==> config.mk <==
export PLATFORM = sky130hd
export DESIGN_NAME = adc_cv_capture_flat
export DESIGN_NICKNAME = d
export VERILOG_FILES = /design/src/rtl/adc_cv_capture_pkg.sv /design/src/rtl/adc_cv_capture_if.sv /design/src/rtl/adc_cv_capture_smoother.sv /design/src/rtl/adc_cv_capture.sv /design/src/flat_wrapper.sv
export SDC_FILE = /design/constraint.sdc
export NUM_CORES = 1
export LEC_CHECK = 0
export ABC_CLOCK_PERIOD_IN_PS = 2600
export BUFFER_PORTS_ARGS = -buffer_cell sky130_fd_sc_hd__buf_2
export CAP_MARGIN = 10
export CORE_ASPECT_RATIO = 0.6
export CORE_MARGIN = 4
export CORE_UTILIZATION = 50
export CTS_CLUSTER_SIZE = 10
export DETAILED_ROUTE_END_ITERATION = 7
export HOLD_SLACK_MARGIN = 0.02
export PLACE_DENSITY_LB_ADDON = 0.25
export SKIP_CTS_REPAIR_TIMING = 1
export SKIP_LAST_GASP = 1
export SLEW_MARGIN = 20
export SYNTH_ARGS = -nofsm -noshare
export SYNTH_HDL_FRONTEND = slang
export SYNTH_SLANG_ARGS = --single-unit
==> constraint.sdc <==
create_clock -name i_Clock -period 2.6 [get_ports i_Clock]
set_clock_uncertainty 0.2 [all_clocks]
set_input_delay 0.52 -clock i_Clock [delete_from_list [all_inputs] [get_ports i_Clock]]
set_output_delay 0.52 -clock i_Clock [all_outputs]
set_load 0.01 [all_outputs]
==> src/rtl/adc_cv_capture_pkg.sv <==
// Shared CV-capture types: bank geometry, FSM encoding, word extractor.
// Used by adc_cv_capture and, when CV_SMOOTH_EN is defined, cv_smoother.
package addatone_cv_pkg;
  localparam int NUM_CV   = 5;
  localparam int CV_WIDTH = 16;
  localparam int BUS_W    = NUM_CV * CV_WIDTH;

  typedef enum logic [2:0] {
    IDLE,
    SETTLE,
    CHECK,
    UPDATE,
    DONE
  } cv_state_t;

  function automatic logic [CV_WIDTH-1:0] cv_word(
    input logic [BUS_W-1:0] bus,
    input int               k
  );
    return bus[k*CV_WIDTH +: CV_WIDTH];
  endfunction
endpackage

==> src/rtl/adc_cv_capture_if.sv <==
// Bundle between the SPI CV receiver, the capture block and its consumers.
// master drives the receiver side; slave is the capture block.
interface adc_cv_capture_if;
  import addatone_cv_pkg::*;

  logic             i_Frame_Received;
  logic [BUS_W-1:0] i_CV_Data;
  logic [BUS_W-1:0] o_CV_Data;
  logic             o_CV_Valid;
  logic             o_Stale;
  logic [7:0]       o_Drop_Count;

  modport master (
    output i_Frame_Received,
    output i_CV_Data,
    input  o_CV_Data,
    input  o_CV_Valid,
    input  o_Stale,
    input  o_Drop_Count
  );

  modport slave (
    input  i_Frame_Received,
    input  i_CV_Data,
    output o_CV_Data,
    output o_CV_Valid,
    output o_Stale,
    output o_Drop_Count
  );
endinterface

==> src/rtl/adc_cv_capture_smoother.sv <==
// cv_smoother: one-pole step y += (x - y) >>> SHIFT, or y = x when primed.
// Only built when CV_SMOOTH_EN is defined.
`ifdef CV_SMOOTH_EN
module cv_smoother
  import addatone_cv_pkg::*;
#(
  parameter int SHIFT = 3
) (
  input  logic [CV_WIDTH-1:0] x,
  input  logic [CV_WIDTH-1:0] y_old,
  input  logic                prime,
  output logic [CV_WIDTH-1:0] y_new
);
  logic signed [CV_WIDTH:0] diff;
  logic signed [CV_WIDTH:0] step;

  assign diff = $signed({1'b0, x}) - $signed({1'b0, y_old});
  assign step = diff >>> SHIFT;

  // step lies between 0 and x-y, so the wrap to 16 bits is exact
  assign y_new = prime ? x
               : CV_WIDTH'({1'b0, y_old} + $unsigned(step));
endmodule
`endif

==> src/rtl/adc_cv_capture.sv <==
// Captures SPI CV frames into the i_Clock domain with stale/drop tracking.
// Define CV_SMOOTH_EN to run each word through a one-pole smoother.
module adc_cv_capture
  import addatone_cv_pkg::*;
#(
  parameter int SYNC_STAGES   = 2,
  parameter int SETTLE_CYCLES = 2,
`ifdef CV_SMOOTH_EN
  parameter int SMOOTH_SHIFT  = 3,
`endif
  parameter int STALE_CYCLES  = 2000000
) (
  input  logic             i_Clock,
  input  logic             i_Reset_N,
  adc_cv_capture_if.slave  bus
);
  localparam int SCW = $clog2(SETTLE_CYCLES + 1);
  localparam int STW = $clog2(STALE_CYCLES + 1);
  localparam logic [STW-1:0] STALE_MAX = STW'(STALE_CYCLES);

  cv_state_t state;
  cv_state_t next;

  logic [SYNC_STAGES-1:0] sync_q;
  logic                   synced;
  logic                   synced_d;
  logic                   rise_q;
  logic [SCW-1:0]         settle_cnt;
  logic [BUS_W-1:0]       shadow;
  logic [BUS_W-1:0]       bank;
  logic [7:0]             drop;
  logic [STW-1:0]         stale_cnt;
  logic                   stale_q;
  logic                   upd_last;

  assign synced = sync_q[SYNC_STAGES-1];

`ifdef CV_SMOOTH_EN
  localparam int IW = $clog2(NUM_CV);
  localparam logic [IW-1:0] LAST = IW'(NUM_CV - 1);

  logic [IW-1:0]       idx;
  logic                prime;
  logic [CV_WIDTH-1:0] x_w;
  logic [CV_WIDTH-1:0] y_w;
  logic [CV_WIDTH-1:0] y_new;

  assign x_w      = cv_word(shadow, int'(idx));
  assign y_w      = cv_word(bank, int'(idx));
  assign upd_last = (idx == LAST);

  cv_smoother #(
    .SHIFT (SMOOTH_SHIFT)
  ) u_smoother (
    .x     (x_w),
    .y_old (y_w),
    .prime (prime),
    .y_new (y_new)
  );
`else
  assign upd_last = 1'b1;
`endif

  // The data bus is never synchronised; only the flag crosses domains
  always_ff @(posedge i_Clock or negedge i_Reset_N) begin
    if (!i_Reset_N) begin
      sync_q   <= '0;
      synced_d <= 1'b0;
      rise_q   <= 1'b0;
    end else begin
      sync_q   <= {sync_q[SYNC_STAGES-2:0], bus.i_Frame_Received};
      synced_d <= synced;
      rise_q   <= synced & ~synced_d;
    end
  end

  always_ff @(posedge i_Clock or negedge i_Reset_N) begin
    if (!i_Reset_N) state <= IDLE;
    else            state <= next;
  end

  always_comb begin
    next = state;
    unique case (state)
      IDLE:    if (rise_q) next = SETTLE;
      SETTLE:  if (settle_cnt == '0) next = CHECK;
      CHECK:   next = synced ? UPDATE : IDLE;
      UPDATE:  if (upd_last) next = DONE;
      DONE:    next = IDLE;
      default: next = IDLE;
    endcase
  end

  always_ff @(posedge i_Clock or negedge i_Reset_N) begin
    if (!i_Reset_N) begin
      settle_cnt <= '0;
      shadow     <= '0;
      bank       <= '0;
      drop       <= '0;
`ifdef CV_SMOOTH_EN
      idx        <= '0;
      prime      <= 1'b1;
`endif
    end else begin
      case (state)
        IDLE:
          if (rise_q) settle_cnt <= SCW'(SETTLE_CYCLES - 1);
        SETTLE:
          if (settle_cnt != '0) settle_cnt <= settle_cnt - 1'b1;
        CHECK:
          if (synced)              shadow <= bus.i_CV_Data;
          else if (drop != 8'hFF)  drop   <= drop + 1'b1;
        UPDATE: begin
`ifdef CV_SMOOTH_EN
          bank[int'(idx)*CV_WIDTH +: CV_WIDTH] <= y_new;
          if (upd_last) begin
            idx   <= '0;
            prime <= 1'b0;
          end else begin
            idx   <= idx + 1'b1;
          end
`else
          bank <= shadow;
`endif
        end
        default: ;
      endcase
    end
  end

  // Count reaches STALE_MAX on the same edge that raises the flag
  always_ff @(posedge i_Clock or negedge i_Reset_N) begin
    if (!i_Reset_N) begin
      stale_cnt <= '0;
      stale_q   <= 1'b1;
    end else if (state == DONE) begin
      stale_cnt <= '0;
      stale_q   <= 1'b0;
    end else if (stale_cnt != STALE_MAX) begin
      stale_cnt <= stale_cnt + 1'b1;
      if (stale_cnt == STALE_MAX - 1'b1) stale_q <= 1'b1;
    end
  end

  assign bus.o_CV_Data    = bank;
  assign bus.o_CV_Valid   = (state == DONE);
  assign bus.o_Stale      = stale_q;
  assign bus.o_Drop_Count = drop;
endmodule

==> src/flat_wrapper.sv <==
// flat-port wrapper written by rule: the top's interface ports become plain ports
module adc_cv_capture_flat import addatone_cv_pkg::*;
#(
  parameter int SYNC_STAGES   = 2,
  parameter int SETTLE_CYCLES = 2,

  parameter int STALE_CYCLES  = 2000000
)
  (i_Clock, i_Reset_N, bus_i_Frame_Received, bus_i_CV_Data, bus_o_CV_Data, bus_o_CV_Valid, bus_o_Stale, bus_o_Drop_Count);
  adc_cv_capture_if bus_i ();
  input  logic i_Clock;
  input  logic i_Reset_N;
  input wire logic [$bits(bus_i.i_Frame_Received)-1:0] bus_i_Frame_Received;
  input wire logic [$bits(bus_i.i_CV_Data)-1:0] bus_i_CV_Data;
  output wire logic [$bits(bus_i.o_CV_Data)-1:0] bus_o_CV_Data;
  output wire logic [$bits(bus_i.o_CV_Valid)-1:0] bus_o_CV_Valid;
  output wire logic [$bits(bus_i.o_Stale)-1:0] bus_o_Stale;
  output wire logic [$bits(bus_i.o_Drop_Count)-1:0] bus_o_Drop_Count;
  assign bus_i.i_Frame_Received = bus_i_Frame_Received;
  assign bus_i.i_CV_Data = bus_i_CV_Data;
  assign bus_o_CV_Data = bus_i.o_CV_Data;
  assign bus_o_CV_Valid = bus_i.o_CV_Valid;
  assign bus_o_Stale = bus_i.o_Stale;
  assign bus_o_Drop_Count = bus_i.o_Drop_Count;
  adc_cv_capture #(.SYNC_STAGES(SYNC_STAGES), .SETTLE_CYCLES(SETTLE_CYCLES), .STALE_CYCLES(STALE_CYCLES)) u_core (.i_Clock(i_Clock), .i_Reset_N(i_Reset_N), .bus(bus_i));
endmodule
Word-level counts from Yosys, hierarchy flattened

Cells that the tools add are included.
Widths: inputs -> output; s select.

Flip-flop bits (word level): 199
Latch bits: 0
Memory bits (writable): 0
ROM bits: 0
Input bits: 83
Output and inout port bits: 90
Logic and storage cells: 49
Memories kept: 0

$add $sub $neg: 3
$mul: 0
Divide/modulo/power cells: 0
$lt $le $gt $ge: 0
Eq/ne operators: 10
Shifts and indexed selects: 0
Mux-type cells: 12
Bitwise operators: 3
Reduce and logical (&&, ||, !) cells: 11

Operators by type and width:

| kind                  | number |
|---|---|
| $mux 21               | 2 |
| $add 21x1->21 const B | 1 |
| $eq 21x21->1 const B  | 1 |
| $ne 21x21->1 const B  | 1 |
| $pmux 3 s4            | 1 |
| $add 8x1->8 const B   | 1 |
| $ne 8x8->1 const B    | 1 |
| $reduce_bool 2->1     | 4 |
| $eq 3x2->1 const B    | 2 |
| $mux 2                | 3 |
| $mux 3                | 2 |
| $ne 2x1->1 const B    | 3 |
| $reduce_and 2->1      | 3 |
| $reduce_and 3->1      | 2 |
| $pmux 2 s2            | 1 |
| $eq 3x1->1 const B    | 1 |
| $eq 3x3->1 const B    | 1 |
| $logic_not 3->1       | 1 |
| $mux 1                | 3 |
| $logic_not 2->1       | 1 |
| $not 1->1             | 2 |
| $sub 2x1->2 const B   | 1 |
| $and 1x1->1           | 1 |

Depth between registers and ports, before layout

Gate-level depths: netlist (run 1).

Depth in word-level cells: 4
Gate-level depth with buffers: 7
Mapped depth without buffers: 6

Least setup slack after synthesis (run 1)

No wires, ideal clock.

Path type: register to output
Start point: reg u_core.state[0]
End point: out bus_o_CV_Valid
Arrival: 1447 ps
Data required time: 1880 ps
Slack: 433 ps
Stages on the path, launching flop included: 5
Path buffers: 2
Path through: dfrtp_1 clkbuf_1 or3b_2 inv_1 clkbuf_1

Longest elaborated chain between the ends: 1

RTL lines:

| item                     | RTL line              | RTL |
|---|---|---|
| start: declaration       | adc_cv_capture.sv:21  | `cv_state_t state;` |
| start signal: assignment | adc_cv_capture.sv:79  | `else state <= next;` |
| $eq 3x3->1               | adc_cv_capture.sv:146 | `assign bus.o_CV_Valid = (state == DONE);` |
| end: declaration         | flat_wrapper.sv:16    | `output wire logic [$bits(bus_i.o_CV_Valid)-1:0] bus_o_CV_Valid;` |

Every way passes these cells.

Worst setup path after layout (run 1)

Ends and elaborated chain as after synthesis.

==> results of run 1 <==
## where the power goes
group          switching, W  internal (W)  leakage (nW)  total [W]
clock network       0.00124       0.00128         0.281    0.00251
logic               0.00172       0.00155          2.21    0.00326
registers          0.000772       0.00443          2.52    0.00520
## flip-flops by register name (all words and copies together) (netlist names)
register                 count
u_core.bus.o_CV_Data        80
u_core.shadow               80
u_core.stale_cnt            21
u_core.bus.o_Drop_Count      8
u_core.state                 3
u_core.settle_cnt            2
u_core.sync_q                2
u_core.bus.o_Stale           1
u_core.rise_q                1
u_core.synced_d              1
## stage by stage
step                      area [µm²]  utilization
after floorplan                 7830            -
after global placement          8990        0.586
after detailed placement        8990        0.586
after CTS                       9550        0.623
after global routing            9570        0.625
final                           9570        0.625
## layer usage
layer	vias to the layer above	share of wire	global-route usage
met1	2604	0.50	0.292
met4	2	0.0047	0.0327
met5	-	0.00042	0
li1	2643	-	-
met2	141	0.43	0.282
met3	11	0.072	0.0635
## cell type report
cell class,count,share of cell area
multi-input cells,459,0.279
inverters,12,0.00471
well taps,203,0.0265
clock buffers,18,0.0448
flip-flops and latches,199,0.520
repair buffers,188,0.110
clock inverters,14,0.0144
## kinds of logic (layout without fill, tap and decap cells)
family,count (synthesis),count (layout),synth area share
buffers and inverters,44,232,0.0230
AO/OA/AOI/OAI,28,28,0.0209
adder cells (fa/ha/maj),4,4,0.00639
AND/OR/NAND/NOR,327,327,0.175
flip-flops,199,199,0.636
XOR/XNOR,17,17,0.0190
multiplexers,83,83,0.119
## worst max path at each step
stage	startpoint	to	slack, ns	cells past startpoint
finish	u_core.state[0]$_DFFE_PN0P_	bus_o_CV_Valid	0.20	3
global route	u_core.state[0]$_DFFE_PN0P_	bus_o_CV_Valid	0.13	3
CTS	u_core.state[0]$_DFFE_PN0P_	bus_o_CV_Valid	0.17	3
detailed placement	u_core.state[0]$_DFFE_PN0P_	u_core.shadow[49]$_DFFE_PN0P_	0.39	4
global placement	u_core.state[0]$_DFFE_PN0P_	u_core.shadow[45]$_DFFE_PN0P_	0.49	4
floorplan	u_core.state[0]$_DFFE_PN0P_	bus_o_CV_Valid	0.43	4
## placed cells by master (no fill, tap or decap), types with 2 or more instances in the layout
cell type and count:
sky130_fd_sc_hd__nand2_1 256, sky130_fd_sc_hd__dfrtp_1 198, sky130_fd_sc_hd__buf_2 171, sky130_fd_sc_hd__mux2_2 82, sky130_fd_sc_hd__nor2_1 22, sky130_fd_sc_hd__clkbuf_16 17
sky130_fd_sc_hd__a21oi_1 14, sky130_fd_sc_hd__nand3_1 12, sky130_fd_sc_hd__inv_1 11, sky130_fd_sc_hd__nor3_1 10, sky130_fd_sc_hd__xnor2_1 9, sky130_fd_sc_hd__buf_4 9
sky130_fd_sc_hd__xor2_1 8, sky130_fd_sc_hd__o21ai_0 7, sky130_fd_sc_hd__or3_1 5, sky130_fd_sc_hd__nor4_1 5, sky130_fd_sc_hd__buf_12 5, sky130_fd_sc_hd__ha_1 4
sky130_fd_sc_hd__inv_6 4, sky130_fd_sc_hd__a31o_2 3, sky130_fd_sc_hd__inv_8 3, sky130_fd_sc_hd__clkinv_4 3, sky130_fd_sc_hd__and4_1 2, sky130_fd_sc_hd__nand4b_1 2
sky130_fd_sc_hd__clkinv_2 2, sky130_fd_sc_hd__clkinv_8 2, sky130_fd_sc_hd__dlygate4sd3_1 2
==> run summary, run 1 <==
The flow ran to the end, and the final reports show no timing, DRC or antenna violations. The analysis attributes to cell leakage a power of 5.01 nW. The full die area is 0.0178 mm². After synthesis, the cell types taking the most area are sky130_fd_sc_hd__dfrtp_1 (63%), sky130_fd_sc_hd__nand2_1 (12%), sky130_fd_sc_hd__mux2_2 (12%), sky130_fd_sc_hd__clkbuf_1 (1.1%), sky130_fd_sc_hd__nor2_1 (1.1%). The proportion of synthesized chip area in sequential cells came out at 0.636. The overall power is 0.0110 W. The max-cap violation count is 0. The tree is rooted in a sky130_fd_sc_hd__clkbuf_16.

The vertical die dimension came out at 105 µm. The worst endpoint required time came out at 1.88 ns. The count of cells along the worst register-to-register path is 4. In this run the deepest clock path goes through 2 buffers. The nature of the critical path startpoint is a flip-flop.

The count of mapped cells out of synthesis is 702. The final worst-path cycle share came out at 0.923. The final hold slack came out at 0.124 ns.

The repair_antennas step left the layout with diodes totalling 0. After floorplanning, the core was sized to cover 0.0153 mm². Based on the critical path, the design can be clocked at up to 0.417 GHz. The largest fanout on the critical path came out at 8. In the synthesized netlist, the cells that appear most often are sky130_fd_sc_hd__nand2_1 (256), sky130_fd_sc_hd__dfrtp_1 (198), sky130_fd_sc_hd__mux2_2 (82), sky130_fd_sc_hd__clkbuf_1 (22), sky130_fd_sc_hd__nor2_1 (22). The number of cells in the finished layout apart from fillers is 1,093. The placed instance count came out at 1,059. The cell family contributing the most delay on the critical path is simple AND/OR/NAND/NOR gates. The first routing iteration left 329 violations. The number of design rule violations left after detail routing is 0.

The wire length reported by the detailed router is 16,700 µm. The starting utilization of the core area is 0.511. The worst hold path depth is 2. For hold timing, the worst endpoint is u_core.shadow[66]$_DFFE_PN0P_. The overall overflow remaining after global route is 0.

Yosys mapped a number of flops with a built-in enable equal to 0. The layout cell share with drive strength beyond 1 is 0.348. The number of I/O pins is 173. The portion of synthesized cell area occupied by the leading cell type came out at 0.633.

The number of core rows came out at 35. The via count of the first global-routing pass came out at 5,471. Clock-pin slew was measured on the worst setup and hold paths at 0.08 ns. STA classifies the critical path endpoint as a primary output. The origin of the critical flop-to-flop path is u_core.state[0]$_DFFE_PN0P_.

The detailed router placed 5,401 vias in this run. The weighted congestion reported at the end of routability-driven placement came out at 0.817. The post-synthesis async set-or-reset flop share is 1.00. At the placement stage, the worst setup path has a slack of 0.391 ns. The number of levels the H-tree was split into is 4. The HPWL after detailed placement came out at 11,300 µm. The number of endpoints failing setup at the final stage is 0. The number of buffers and inverters on the critical path came out at 2. The total count of max-transition violations in the final report is 0.

For the finished layout, the period the worst path requires is 2.40 ns. Setup repair after global routing left no endpoint under its margin. The number of synthesized register bits came out at 199. The flip-flop and latch area came out at 0.00498 mm². The average wire per cell in the routed design is 15.3 µm. The global-route wire length before repair is 27,800 µm. Summing all multi-input logic gate instances after layout gives 0.00267 mm².

The clock tree from TritonCTS is built. For the pin with the worst max-slew slack, the measured transition is 0.897 ns. When the netlist entered floorplanning its net count stood at 789. The biggest area contributor in the post-synthesis netlist is sky130_fd_sc_hd__dfrtp_1. The synthesized netlist occupies a cell area of 0.00783 mm². The critical path's largest stage delay is 0.57 ns. The min-delay analysis places its worst path in the category in -> reg. The area growth from synthesis to layout is 22.3%.

The launch point of the worst hold path is bus_i_CV_Data[66]. Clock tree synthesis found a total of 199 sinks. The final count of hold timing violations came out at 0. The cell with the biggest individual delay on the critical path is sky130_fd_sc_hd__or3b_2. In the final design database the tool counted 964 nets.

The count of yosys warnings during synthesis came out at 0. Once detail routing completed, the nets flagged for antenna violations numbered 0. Dividing the synthesized area by the synthesized cell count gives 11.2 µm². The total routing resource utilization after global routing came out at 0.194. The final worst slack is 0.201 ns. The signal on the critical path passes through or3b_2 > inv_1 > buf_2.

The insertion delay of the later-clocked pin in the worst-skew pair is 0.42 ns. The setup path with the least slack is of type reg -> out. Measured against its own limit, the worst slew margin works out to 0.402. STA puts the critical path data arrival time at 1.68 ns. The filler cell count in the final layout came out at 1,247. The number of clock buffers inserted by TritonCTS is 17.

The register-to-register path setup slack is 0.43 ns. The horizontal die dimension is 170 µm. The power density of the placed cells is 1150 mW/mm². The most used flip-flop cell after synthesis is sky130_fd_sc_hd__dfrtp_1.

The largest net degree at the start of global routing is 81. After synthesis, the netlist uses 40 different library cells. The cell with the most instances after synthesis is sky130_fd_sc_hd__nand2_1. The first TritonRoute pass finished after 4 iterations.

The worst vdd rail ir drop is 0.502 mV. Adding up every negative setup slack in the final design gives 0 ns. The initial antenna violation count is 1. The count of buffers added on input and output ports is 172. The capture point of the worst reg-to-reg path is u_core.shadow[58]$_DFFE_PN0P_. The via density per instance came out at 4.94.
Note: power is estimated with default switching activity, not from simulation.
==> inputs of run 2 (changes only) <==
Settings changed: ABC_AREA set to 1, PLACE_DENSITY set to 0.72, PLACE_DENSITY_LB_ADDON 0.25 to unset.
==> run 2 against run 1 <==
Sequential share of layout area down 0.80 points. Synthesized cell count up 18%. Largest cell class unchanged. First-iteration DRC count grew 23%. Clock-buffer cell count is the same. Wire length up 1.1%. Hold slack gained 0.0018 ns. Flip-flop and latch count unchanged. Sequential power fell by 3%.
==> run summary, run 2 <==
The power density of the placed cells came out at 1110 mW/mm². The final worst-path cycle share came out at 0.870. Setup total negative slack on the finished layout was measured at 0 ns. The worst vdd rail ir drop is 0.531 mV. The number of buffers and inverters on the critical path is 3. The number of endpoints failing setup at the final stage came out at 0. For the finished layout, the period the worst path requires is 2.26 ns.

The worst-case headroom to the max-slew limit is 0.637. The largest fanout on the critical path came out at 7. Yosys mapped a number of flops with a built-in enable equal to 0. The synthesized netlist contains 26 unique library cells. The post-synthesis net count came out at 913.

The worst endpoint required time came out at 1.88 ns. The path class of the tightest hold or removal check is in -> reg. The critical path's largest stage delay came out at 0.38 ns. The launch point of the worst hold path is bus_i_CV_Data[34]. The max-cap violation count is 0. The count of input and output buffers is 172. The completed layout was analyzed and its total power is 0.0108 W. The finished cells cover 0.00972 mm². The average wire per cell in the routed design came out at 13.9 µm. In this run the core area contains 35 standard-cell rows. The kind of end point of the critical path is a primary output.

The filler cell count in the final layout is 1,306. Leaving out fill and tap cells, the most frequent cells in the layout are sky130_fd_sc_hd__nand2_1 (219), sky130_fd_sc_hd__dfrtp_1 (198), sky130_fd_sc_hd__buf_2 (171), sky130_fd_sc_hd__nor2_1 (85), sky130_fd_sc_hd__inv_1 (79). The full die area came out at 0.0181 mm². After synthesis, the cell types taking the most area are sky130_fd_sc_hd__dfrtp_1 (62%), sky130_fd_sc_hd__nand2_1 (10%), sky130_fd_sc_hd__mux2_2 (4.9%), sky130_fd_sc_hd__nor2_1 (4.0%), sky130_fd_sc_hd__a21oi_1 (3.8%). The post-layout net count came out at 1,087. After legalization and detailed placement, the total HPWL measured 11,700 µm. The number of design rule violations left after detail routing came out at 0. The final count of hold timing violations is 0. The layout cell share with drive strength beyond 1 is 0.258.

Counting along the longest clock path gives a buffer depth of 2. The most common cell in the synthesized netlist is sky130_fd_sc_hd__nand2_1. The run finished with clean final reports. In this run the critical register-to-register path is launched from u_core.state[1]$_DFFE_PN0P_. Timing would allow up to 0.442 GHz.

TritonCTS built the clock tree. The count of yosys warnings during synthesis is 0. The initial antenna violation count is 2.

The total area of multi-input combinational cells came out at 0.00253 mm². Walking the worst path, the cells encountered are inv_1 > nand3_1 > inv_1 > buf_2. The cell sitting at the root of the clock tree is a sky130_fd_sc_hd__clkbuf_16. The clock reaches the later pin of the worst-skew pair after 0.42 ns. After synthesis, the most frequently instantiated cells are sky130_fd_sc_hd__nand2_1 (219), sky130_fd_sc_hd__dfrtp_1 (198), sky130_fd_sc_hd__nor2_1 (85), sky130_fd_sc_hd__inv_1 (79), sky130_fd_sc_hd__a21oi_1 (61).

The clock transition at the register clock pins on the worst setup and hold paths after CTS came out at 0.08 ns. The proportion of synthesized chip area in sequential cells is 0.624. Setup repair after global routing left no endpoint under its margin.

The number of cells in the finished layout apart from fillers is 1,217. The core box area is 0.0155 mm². The kind of cell with the highest combined delay along the critical path is buffers and inverters. The detailed-route via count came out at 5,940. The slew at the pin closest to its max-slew limit came out at 0.544 ns. The number of I/O pins is 173. The number of levels the H-tree was split into is 4.

Among all flip-flop cells after synthesis, the most frequent one is sky130_fd_sc_hd__dfrtp_1. The register-to-register path setup slack came out at 0.55 ns. Counting every sink on the clock net gives 199.

The cell with the biggest individual delay on the critical path is sky130_fd_sc_hd__dfrtp_1. The arrival time of the worst setup path came out at 1.54 ns. The end-of-flow core utilization came out at 0.627. The worst setup path is launched from a flip-flop. The total count of max-transition violations in the final report came out at 0. Counting stages on the worst path, the most repeated cell is sky130_fd_sc_hd__inv_1.

For hold timing, the worst endpoint is u_core.shadow[34]$_DFFE_PN0P_. The number of nets with antenna violations after routing is 0. The worst hold path depth came out at 2. The critical path in this run is classified as reg -> out. The worst register-to-register path has a depth of 7. Routability-driven placement finished with a final weighted congestion of 0.849. The count of mapped cells out of synthesis is 826.

The DRC violation total after the first TritonRoute iteration is 404. The horizontal die dimension came out at 171 µm. The overall overflow remaining after global route is 0. The vertical die dimension came out at 106 µm. The via density per instance is 4.88.

The post-synthesis cell area is 0.00798 mm². The number of detailed-routing iterations run before antenna repair came out at 5. The number of clock buffers added by TritonCTS is 17.

The placed instance count came out at 1,182. The post-synthesis async set-or-reset flop share is 1.00. The via count of the first global-routing pass came out at 5,696. The capture point of the worst reg-to-reg path is u_core.shadow[72]$_DFFE_PN0P_. Once placement finished, the instance area stood at 0.00909 mm². The wire length reported by the detailed router came out at 16,900 µm. The portion of synthesized cell area occupied by the leading cell type came out at 0.621. For this configuration, the core starts out at a cell density of 0.515.

The number of synthesized register bits came out at 199. The synthesized area per cell is 9.66 µm². The flip-flop and latch area came out at 0.00498 mm². The total routing resource utilization after global routing is 0.193. The library cell occupying the most area in the post-synthesis netlist is sky130_fd_sc_hd__dfrtp_1. Leaving out fill and tap cells, the most frequent cell in the layout is sky130_fd_sc_hd__nand2_1.

The leakage power came out at 5.09 nW. The global-route wire length before repair is 28,100 µm. Relative to the synthesized area, the layout overhead comes to 21.8%.

Entering global routing, the biggest net connects 126 pins.
==> run 2: worst reg2reg max path, cell delays in order (launching register included) <==
cell and delay (ns):
sky130_fd_sc_hd__dfrtp_1 0.35, sky130_fd_sc_hd__inv_1 0.09, sky130_fd_sc_hd__nor2_1 0.23, sky130_fd_sc_hd__nand3_4 0.30, sky130_fd_sc_hd__buf_12 0.29, sky130_fd_sc_hd__buf_12 0.21
sky130_fd_sc_hd__nor2_1 0.20, sky130_fd_sc_hd__a21oi_1 0.05
==> run 2: power breakdown <==
group | switching (W) | internal [W] | total (W)
Combinational | 0.00177 | 0.00132 | 0.00309
Sequential | 0.000651 | 0.00440 | 0.00505
Clock | 0.00123 | 0.00139 | 0.00263
Total | 0.00366 | 0.00711 | 0.0108
==> run 2: per-stage QoR <==
step                worst slack, ns  hold WS (ns)
detailed placement            0.620         0.154
CTS                           0.295       -0.0964
global route                  0.207         0.103
floorplan                     0.978        0.0244
finish                        0.339         0.126
global placement              0.675         0.143
==> run 2: metal layers <==
layer | track usage | vias to the layer above | routed length, µm
met4 | 0.0390 | 4 | 89
met1 | 0.286 | 2824 | 8300
met5 | 0 | - | 21
met3 | 0.0723 | 15 | 1350
li1 | - | 2956 | -
met2 | 0.272 | 141 | 7100
==> run 2: kinds of logic after synthesis <==
| kind of cell | share of synthesized area |
|---|---|
| AND/OR/NAND/NOR | 0.172 |
| AO/OA/AOI/OAI | 0.0786 |
| XOR/XNOR | 0.00988 |
| multiplexers | 0.0494 |
| adder cells (fa/ha/maj) | 0.00627 |
| flip-flops | 0.624 |
| buffers and inverters | 0.0601 |
==> run 2: cell type report <==
class                   count  area share
diodes                      1    0.000257
clock buffers              18      0.0452
clock inverters            14      0.0171
inverters                  81      0.0314
multi-input cells         515       0.260
flip-flops and latches    199       0.512
well taps                 203      0.0261
repair buffers            186       0.107
==> run 2: worst max-delay path by stage <==
| stage | from | to | slack, ns | cells after the start |
|---|---|---|---|---|
| after floorplan | u_core.state[1]$_DFFE_PN0P_ | bus_o_CV_Valid | 0.98 | 3 |
| after global placement | u_core.state[1]$_DFFE_PN0P_ | u_core.shadow[75]$_DFFE_PN0P_ | 0.68 | 7 |
| after detailed placement | u_core.state[1]$_DFFE_PN0P_ | u_core.shadow[60]$_DFFE_PN0P_ | 0.62 | 7 |
| after CTS | u_core.state[1]$_DFFE_PN0P_ | bus_o_CV_Valid | 0.29 | 4 |
| after global routing | u_core.state[1]$_DFFE_PN0P_ | bus_o_CV_Valid | 0.21 | 4 |
| final | u_core.state[1]$_DFFE_PN0P_ | bus_o_CV_Valid | 0.34 | 4 |
==> inputs of run 3 (changes only) <==
Settings changed: CAP_MARGIN 10 to 30, SYNTH_HIERARCHICAL set to 1.
==> run 3 against run 2 <==
Setup slack improved by 0.035 ns. Sequential power up 2%. Core utilization is 1.3 points lower. Non-clock buffer count is the same. Global-route usage is 0.25 points higher. Critical path type unchanged. Critical endpoint unchanged. Largest cell class unchanged.
==> run summary, run 3 <==
The flow ran to the end, and the final reports show no timing, DRC or antenna violations. In this run the deepest clock path goes through 2 buffers. In this run the most critical hold path is launched from bus_i_CV_Data[70].

The largest net degree at the start of global routing is 85. The leakage power is 5.36 nW. The DRC violation total after the first TritonRoute iteration is 413. The class of the most critical setup path is reg -> out. The insertion delay of the later-clocked pin in the worst-skew pair is 0.42 ns.

The final hold slack is 0.116 ns. The initial antenna violation count is 1. The via count of the first global-routing pass came out at 5,790. The count of input and output buffers came out at 172. Once detailed placement completed, the half-perimeter wirelength came to 12,200 µm. For this configuration, the core starts out at a cell density of 0.509. The worst hold path depth came out at 2.

The die is 107 µm tall. The worst register-to-register path begins at u_core/state[2]$_DFFE_PN0P_. In the final routed layout, each cell accounts on average for 14.6 µm. Total power for the finished layout comes to 0.0113 W. The register-to-register path setup slack is 0.74 ns. The clock period minus worst slack is 2.23 ns. The max-cap violation count is 0. The worst vdd rail ir drop is 0.533 mV. Counting flops with a built-in enable in the synthesized netlist gives 0. For the worst setup path, the data arrival time is 1.51 ns. The detailed-route via count is 5,913. The core box area came out at 0.0162 mm². The number of I/O pins came out at 173.

STA classifies the critical path endpoint as a primary output. The weighted congestion reported at the end of routability-driven placement is 0.873. The slew at the pin closest to its max-slew limit is 0.636 ns.

Synthesis handed over a netlist of 819 instances. Derived from the worst setup path, the maximum achievable clock frequency is 0.449 GHz. The count of yosys warnings during synthesis is 6. The final total negative setup slack is 0 ns. From synthesis to final layout, the design area changed by 20.6%. The library cell occupying the most area in the post-synthesis netlist is sky130_fd_sc_hd__dfrtp_1. The number of nets with antenna violations after routing is 0. The wire length reported by the detailed router is 17,700 µm. STA classifies the critical path startpoint as a flip-flop. The number of core rows came out at 36. The clock sink count came out at 199. The end of the worst hold path is u_core/shadow[70]$_DFFE_PN0P_. The post-synthesis net count is 906. The post-synthesis cell area is 0.00824 mm². On the critical path, the stage with the largest delay is an instance of sky130_fd_sc_hd__dfrtp_1. For this run, the leading register cell type out of synthesis is sky130_fd_sc_hd__dfrtp_1. Setup repair after global routing left no endpoint under its margin.

The synthesized area per cell came out at 10.1 µm². The final count of hold timing violations is 0. The worst-case headroom to the max-slew limit came out at 0.576. In the synthesized netlist the async set-or-reset flop fraction comes to 1.00. The total routing resource utilization after global routing came out at 0.195. The number of levels the H-tree was split into is 4. The count of cells along the worst register-to-register path is 6. The end-of-flow core utilization is 0.614. The number of library cell types mapped by synthesis is 31.

The first detailed-routing pass ran for 7 iterations. The number of antenna diodes in the final layout is 0. The horizontal die dimension came out at 174 µm. The via density per instance came out at 4.87. The portion of synthesized cell area occupied by the leading cell type came out at 0.602. For this run, the register share of the synthesized area comes to 0.605. The first global-routing pass estimated 29,300 µm of wire. By count the netlist is led by sky130_fd_sc_hd__nand2_1 (254), sky130_fd_sc_hd__dfrtp_1 (198), sky130_fd_sc_hd__nor2_1 (76), sky130_fd_sc_hd__inv_1 (70), sky130_fd_sc_hd__a21oi_1 (49).

Yosys instantiated no cell more often than sky130_fd_sc_hd__nand2_1. The number of synthesized register bits came out at 199. The worst register-to-register path ends at u_core/bus.o_CV_Data[46]$_DFFE_PN0P_.

In this run the worst hold path is classified as in -> reg. The largest fanout on the critical path came out at 4. Setup violations remaining at the end of the flow were counted as 0.

The number of clock buffers inserted by TritonCTS came out at 17. The overall overflow remaining after global route came out at 0. The library cell used most frequently in the layout, excluding fill and tap cells, is sky130_fd_sc_hd__nand2_1. The critical path's largest stage delay came out at 0.43 ns.

The total count of max-transition violations in the final report is 0. After clock tree synthesis, the clock-pin slew on the worst setup and hold paths is 0.08 ns. In this design, the critical path's most frequently occurring cell is sky130_fd_sc_hd__inv_1.

Leaving out fill and tap cells, the most frequent cells in the layout are sky130_fd_sc_hd__nand2_1 (254), sky130_fd_sc_hd__dfrtp_1 (198), sky130_fd_sc_hd__buf_2 (171), sky130_fd_sc_hd__nor2_1 (76), sky130_fd_sc_hd__inv_1 (70). The power density of the placed cells is 1140 mW/mm². Sorting the synthesized cells by area gives the leading types as sky130_fd_sc_hd__dfrtp_1 (60%), sky130_fd_sc_hd__nand2_1 (12%), sky130_fd_sc_hd__mux2_4 (8.4%), sky130_fd_sc_hd__nor2_1 (3.5%), sky130_fd_sc_hd__inv_1 (3.2%).

TritonCTS built the clock tree. The full die area came out at 0.0187 mm². Of the available clock period, the critical path in the final layout requires 0.856. Walking the worst path, the cells encountered are inv_1 > nand3_1 > inv_1 > buf_2.

Data on the critical path is required at its endpoint by 1.88 ns. In the final layout, the share of cells above drive strength 1 is 0.270. The number of design rule violations left after detail routing came out at 0. The root buffer cell chosen for the clock tree is sky130_fd_sc_hd__clkbuf_16. The post-layout net count came out at 1,080. The critical path starts at u_core/state[0]$_DFFE_PN0P_.
## run 3: cell count changes after synthesis, moves of 4 or more
cell,delta
sky130_fd_sc_hd__nor2_1,-9
sky130_fd_sc_hd__clkbuf_1,-5
sky130_fd_sc_hd__nand3_1,-11
sky130_fd_sc_hd__a21oi_1,-12
sky130_fd_sc_hd__mux2_4,+46
sky130_fd_sc_hd__inv_1,-9
sky130_fd_sc_hd__mux2_2,-35
sky130_fd_sc_hd__nor3_1,-4
sky130_fd_sc_hd__buf_6,+4
sky130_fd_sc_hd__o21ai_1,-10
sky130_fd_sc_hd__nand2_1,+35
## run 3: power breakdown
part | total, W | switching, W | internal, W
combinational | 0.00355 | 0.00188 | 0.00167
clock | 0.00258 | 0.00125 | 0.00133
sequential | 0.00514 | 0.000726 | 0.00442
total | 0.0113 | 0.00386 | 0.00742
## run 3: area by class of cell
cell class	count	area, µm²
clock inverter	12	130
timing repair buffer	186	1050
multi-input combinational	519	2790
inverter	70	263
tap	209	262
sequential	199	4980
fill	1360	6240
clock buffer	20	457
## run 3: per-layer routing
metal / routed length [µm] / share of wire / track usage / vias up
met5: 7 / 0.00040 / 0 / -
met4: 55 / 0.0031 / 0.0378 / 2
met3: 1210 / 0.068 / 0.0565 / 6
met2: 7520 / 0.42 / 0.278 / 146
met1: 8910 / 0.50 / 0.299 / 2830
li1: - / - / - / 2929
## run 3: worst max path at each step
stage / to / slack, ns / depth (start not counted)
after floorplan: u_core/bus.o_Drop_Count[3]$_DFFE_PN0P_ / 1.04 / 6
after CTS: bus_o_CV_Valid / 0.36 / 4
after global placement: u_core/bus.o_CV_Data[37]$_DFFE_PN0P_ / 0.81 / 6
after detailed placement: u_core/bus.o_CV_Data[56]$_DFFE_PN0P_ / 0.73 / 6
after global routing: bus_o_CV_Valid / 0.30 / 4
final: bus_o_CV_Valid / 0.37 / 4
## run 3: metrics by stage
step                      std cells  area (µm²)  setup WS, ns
after detailed placement       1181        9330         0.730
after CTS                      1213        9910         0.365
after global routing           1215        9930         0.297
after global placement         1181        9330         0.810
after floorplan                 819        8240          1.04
final                          1215        9930         0.373
## run 3: cell families (layout without fill, tap and decap cells)
group	after synthesis	in the layout	share of synthesized area
xor gates and xnor gates	7	7	0.00744
DFF	199	199	0.605
adders and majority gates	4	4	0.00608
AOI/OAI and AO/OA	99	99	0.0624
buffers and inverters	101	288	0.0576
muxes	46	46	0.0839
and+or+nand+nor	363	363	0.178
## run 3: critical path: cells and delay by family, from the launching register on
family / cells / cell delay [ns]
buf+inv: 3 / 0.53
flops: 1 / 0.43
simple gates: 1 / 0.14
